`src/rtl/insn_feeder_pkg.sv`:
```
// Shared types and constants for the instruction feeder.
package insn_feeder_pkg;

    typedef enum logic [1:0] {
        ISSUE   = 2'd0,
        DRAIN   = 2'd1,
        READ    = 2'd2,
        CAPTURE = 2'd3
    } state_t;

    localparam logic [31:0] NOP_INSN  = 32'h0;
    localparam int          REG_IDX_W = 5;

endpackage

```
`src/rtl/insn_feeder_sync_fifo.sv`:
```
// First-word-fall-through synchronous FIFO; dout always shows the current head.
module sync_fifo #(
    parameter int WIDTH = 32,
    parameter int DEPTH = 16
) (
    input  logic                     clock,
    input  logic                     reset,
    input  logic                     push,
    input  logic                     pop,
    input  logic [WIDTH-1:0]         din,
    output logic [WIDTH-1:0]         dout,
    output logic                     full,
    output logic                     empty,
    output logic [$clog2(DEPTH):0]   count
);

    localparam int AW = $clog2(DEPTH);
    localparam logic [AW:0] FULL_CNT = (AW+1)'(DEPTH);

    logic [WIDTH-1:0] mem [DEPTH];
    logic [AW-1:0]    wr_ptr;
    logic [AW-1:0]    rd_ptr;
    logic             do_push;
    logic             do_pop;

    // Guards make the FIFO safe even if a caller pushes when full or pops when empty.
    assign do_push = push && !full;
    assign do_pop  = pop && !empty;
    assign full    = (count == FULL_CNT);
    assign empty   = (count == '0);
    assign dout    = mem[rd_ptr];

    always_ff @(posedge clock) begin
        if (do_push) begin
            mem[wr_ptr] <= din;
        end
    end

    always_ff @(posedge clock or posedge reset) begin
        if (reset) begin
            wr_ptr <= '0;
            rd_ptr <= '0;
            count  <= '0;
        end else begin
            if (do_push) begin
                wr_ptr <= wr_ptr + 1'b1;
            end
            if (do_pop) begin
                rd_ptr <= rd_ptr + 1'b1;
            end
            case ({do_push, do_pop})
                2'b10:   count <= count + 1'b1;
                2'b01:   count <= count - 1'b1;
                default: count <= count;
            endcase
        end
    end

endmodule

```
`src/rtl/insn_feeder.sv`:
```
// Buffers host instructions and issues one per cycle to the CPU; services
// register readbacks by draining the pipeline and sampling the regfile port.
module insn_feeder
    import insn_feeder_pkg::*;
#(
    parameter int DEPTH        = 16,
    parameter int DRAIN_CYCLES = 5
) (
    input  logic                   clock,
    input  logic                   reset,
    input  logic                   in_valid,
    input  logic [31:0]            in_data,
    output logic                   in_ready,
    input  logic                   rd_req,
    input  logic [REG_IDX_W-1:0]   rd_reg,
    output logic                   rd_ready,
    output logic                   rd_valid,
    output logic [31:0]            rd_data,
    output logic [31:0]            insnToUse,
    output logic                   activeInsn,
    output logic [REG_IDX_W-1:0]   regToRead,
    output logic                   reading,
    input  logic [31:0]            regVal,
    output logic [$clog2(DEPTH):0] fifo_count,
    output state_t                 fsm_state
);

    localparam int DW = (DRAIN_CYCLES > 1) ? $clog2(DRAIN_CYCLES) : 1;
    localparam logic [DW-1:0] DRAIN_LOAD = DW'(DRAIN_CYCLES - 1);

    state_t                 state;
    state_t                 state_next;
    logic [DW-1:0]          drain_cnt;
    logic [REG_IDX_W-1:0]   rd_reg_q;
    logic                   accept_rd;
    logic                   pop;
    logic                   push;
    logic                   full;
    logic                   empty;
    logic [31:0]            head;

    // Handshakes: a transfer happens on a rising edge where valid and ready are
    // both high; ready never depends on valid, and rd_req must be held until rd_ready.
    assign in_ready  = !full;
    assign push      = in_valid && !full;
    assign fsm_state = state;

    sync_fifo #(
        .WIDTH(32),
        .DEPTH(DEPTH)
    ) u_fifo (
        .clock(clock),
        .reset(reset),
        .push (push),
        .pop  (pop),
        .din  (in_data),
        .dout (head),
        .full (full),
        .empty(empty),
        .count(fifo_count)
    );

    always_comb begin
        state_next = state;
        accept_rd  = 1'b0;
        pop        = 1'b0;
        rd_ready   = 1'b0;
        reading    = 1'b0;
        regToRead  = '0;
        case (state)
            ISSUE: begin
                rd_ready = 1'b1;
                // A readback takes priority over issuing the head this cycle.
                if (rd_req) begin
                    accept_rd  = 1'b1;
                    state_next = DRAIN;
                end else begin
                    pop = !empty;
                end
            end
            DRAIN: begin
                if (drain_cnt == '0) begin
                    state_next = READ;
                end
            end
            READ: begin
                reading    = 1'b1;
                regToRead  = rd_reg_q;
                state_next = CAPTURE;
            end
            CAPTURE: begin
                reading    = 1'b1;
                regToRead  = rd_reg_q;
                state_next = ISSUE;
            end
            default: state_next = ISSUE;
        endcase
    end

    always_ff @(posedge clock or posedge reset) begin
        if (reset) begin
            state      <= ISSUE;
            drain_cnt  <= '0;
            rd_reg_q   <= '0;
            activeInsn <= 1'b0;
            insnToUse  <= NOP_INSN;
            rd_valid   <= 1'b0;
            rd_data    <= '0;
        end else begin
            state <= state_next;
            if (accept_rd) begin
                drain_cnt <= DRAIN_LOAD;
                rd_reg_q  <= rd_reg;
            end else if (state == DRAIN && drain_cnt != '0) begin
                drain_cnt <= drain_cnt - 1'b1;
            end
            activeInsn <= pop;
            insnToUse  <= pop ? head : NOP_INSN;
            // rd_valid is raised together with the freshly captured rd_data.
            rd_valid   <= (state == CAPTURE);
            if (state == CAPTURE) begin
                rd_data <= regVal;
            end
        end
    end

endmodule

```
`config.mk`:
```
export PLATFORM = sky130hd
export DESIGN_NAME = insn_feeder
export DESIGN_NICKNAME = d
export VERILOG_FILES = /design/src/rtl/insn_feeder_pkg.sv /design/src/rtl/insn_feeder_sync_fifo.sv /design/src/rtl/insn_feeder.sv
export SDC_FILE = /design/constraint.sdc
export NUM_CORES = 1
export LEC_CHECK = 0
export CORE_UTILIZATION = 61
export CTS_BUF_LIST = sky130_fd_sc_hd__clkbuf_8
export CTS_CLUSTER_DIAMETER = 150
export DETAILED_ROUTE_END_ITERATION = 7
export PLACE_DENSITY = 0.82
export SLEW_MARGIN = 20
export SYNTH_ARGS = -nofsm -noshare
export SYNTH_HDL_FRONTEND = slang
export SYNTH_SLANG_ARGS = --single-unit
```
`constraint.sdc`:
```
create_clock -name clock -period 4.3 [get_ports clock]
set_input_delay 0.645 -clock clock [delete_from_list [all_inputs] [get_ports clock]]
set_output_delay 0.645 -clock clock [all_outputs]
set_load 0.05 [all_outputs]
```
==> results.yml <==
place:
  io_buffers: 153
  dp.cells: 1659
  dp_slack_ns: 0.7869
  hpwl_um: 26260
  routabilityCongestion: 0.7414
  placed_area_um2: 25200
critical_path:
  cp_max_fo: 34
  crit_type: "register to output port"
  cp-start-kind: "register"
  required_ns: 3.65
  cp-end-kind: "output port"
  crit_arrival_ns: 2.77
logic_synthesis:
  yosysTopAreaCellShare: 0.6721
  ys_ff_latch: 601
  synthCells: 1057
  yosysWarnings: 0
  yosysUniqueCellTypes: 37
  synth_nets: 1145
  yosys.area.top_type: "edfxtp_1"
  synth_area_leaders: "edfxtp_1 67%, mux4_2 13%, dfrtp_1 9.7%, mux2_2 3.5%, mux2i_1 1.4%"
  synth_area_um2: 22880
  yosysSeqAreaShare: 0.7694
  syn_area_per_cell_um2: 21.64
floorplanning:
  ios: 154
  die_w_um: 195.7
  fp.dieArea_um2: 38280
  fp.dieH_um: 195.7
  rows: 70
  start_util: 0.6219
  core_area_um2: 36790
global_route:
  grt_max_degree: 75
  grt-ovfl-total: 0
  grt_util_all_layers: 0.2496
  grt_pass1_wl_um: 69980
  antenna_found_initial: 0
  grt_pass1_vias: 11990
timing:
  fin_skew_ns: 0.02588
  setup_viol: 0
  drv_slew: 0
  rsz0062_at_grt: "false"
  fmax_ghz: 0.2930
  tightestPinTransition_ns: 1.052
  finalCritPeriodShare: 0.7936
  hold_violations: 0
  setup_slack_ns: 0.8875
  period_needed_ns: 3.413
  slew_headroom: 0.2987
  setup_tns_ns: 0
detailed_routing:
  vias: 11260
  wl_um: 46210
  detail-route-antenna-nets: 0
  viasPerCell: 6.169
  drt_iter0_drc: 949
  drc: 0
  detail_route.wl_per_cell_um: 25.32
  drtPass1Iterations: 5
finish:
  drive_above_1_share: 0.2763
  multi_input_area_um2: 5105
  stdcell_area_um2: 26920
  layout_commonest_cell: "edfxtp_1"
  nets: 1370
  antennaDiodeCount: 0
  finalNonFillerCells: 1825
  syn_to_final_growth_pct: 17.69
  fill_cells: 2028
  final_cell_mix: "512 x edfxtp_1, 153 x clkdlybuf4s50_1, 128 x mux4_2"
  seq_area_um2: 17610
  final_core_util: 0.7319
clock_tree:
  clock_sinks: 601
  path_clk_slew_ns: 0.07
  cts_setup_buffers: 0
  hold_buffers: 0
  clockRootBuffer: "clkbuf_8"
  cts-resized-gates: 0
  cts_buffers: 89
  h-tree-depth: 3
  ctsLongestPathBuffers: 3
  cts_tree: "done"
  clk_latency_ns: 0.64
power_and_ir_drop:
  ir_worst_vdd_v: 0.0004076
  leakagePower_nw: 9.217
  power_density_nw_per_um2: 671.6
run_status:
  status: "finished clean"
min_path:
  worstHoldPathType: "register to register"
flow_run:
  drv_cap: 0
Yosys cell counts, drive strengths merged:
cell / instances
o21ai: 33
mux2: 71
nand2b: 5
o22ai: 1
edfxtp: 512
and3b: 1
ha: 15
nand3: 1
nand4: 2
a21boi: 1
buf: 33
xnor2: 8
nor2: 15
inv: 12
nand2: 45
a31oi: 1
dfrtp: 89
nor2b: 7
nor3: 6
mux2i: 33
a221oi: 1
or3b: 1
a211oi: 1
clkbuf: 17
mux4: 128
nand3b: 1
a21oi: 8
o211ai: 1
nor4: 2
xor2: 5
a211o: 1
critical path, stage by stage, from the launching register on:
cell	delay [ns]
dfrtp_1	0.41
ha_1	0.16
buf_4	0.37
nor2_1	0.21
nor2b_1	0.16
clkdlybuf4s50_1	0.81
layer usage:
metal / GRT usage / up-vias / share of wire
met5: 0 / - / 0
met4: 0.08304 / 0 / 0.022
met3: 0.05725 / 84 / 0.086
met2: 0.4123 / 552 / 0.50
met1: 0.3346 / 5874 / 0.39
li1: - / 4749 / -
state kept, by name (all words and copies together), names as in the netlist:
| register | cells |
|---|---|
| u_fifo.mem | 512 |
| drain_cnt | 3 |
| activeInsn | 1 |
| u_fifo.wr_ptr | 4 |
| insnToUse | 32 |
| u_fifo.rd_ptr | 4 |
| rd_reg_q | 5 |
| rd_valid | 1 |
| fsm_state | 2 |
| rd_data | 32 |
| u_fifo.count | 5 |
cell type report:
cell class                 instances  share of cell area
clock inverter                    69             0.01427
sequential                       601              0.6542
inverter                          12            0.001859
timing repair buffer             184             0.06878
multi-input combinational        394              0.1896
tap                              468             0.02175
clock buffer                      97             0.04958
power breakdown:
part | internal [mW] | leakage [nW] | switching (mW) | total [mW]
clock | 2.27 | 1.03 | 2.12 | 4.40
sequential | 7.20 | 5.73 | 0.535 | 7.73
combinational | 2.64 | 2.45 | 3.32 | 5.95
total | 12.1 | 9.22 | 5.97 | 18.1
logic make-up (layout without fill, tap and decap cells):
group,after synthesis,count (layout),share of synthesized area
flip-flops,601,601,0.7694
multiplexers,232,232,0.1754
AND/OR/NAND/NOR,86,86,0.01761
buffers and inverters,62,362,0.01280
AO/OA/AOI/OAI,48,48,0.01160
adder cells (fa/ha/maj),15,15,0.008204
XOR/XNOR,13,13,0.004977
per-stage QoR:
stage	total power, mW	hold WS (ns)
floorplan	12.00	0.4665
global placement	13.65	0.4779
detailed placement	13.84	0.4902
CTS	18.22	0.5053
global route	18.83	0.5161
finish	18.08	0.5016
final timing paths:
check	start	to	slack (ns)	cells after the start
max reg2reg	fsm_state[0]	u_fifo.count[4]	1.14	11
max in group asynchronous	reset	rd_data[11]	3.02	3
min	rd_reg_q[4]	rd_reg_q[4]	0.50	1
max	fsm_state[0]	regToRead[0]	0.89	5
min in group asynchronous	reset	rd_data[4]	0.54	2
min reg2reg	rd_reg_q[4]	rd_reg_q[4]	0.50	1
Power figures use the tool's default switching activity.
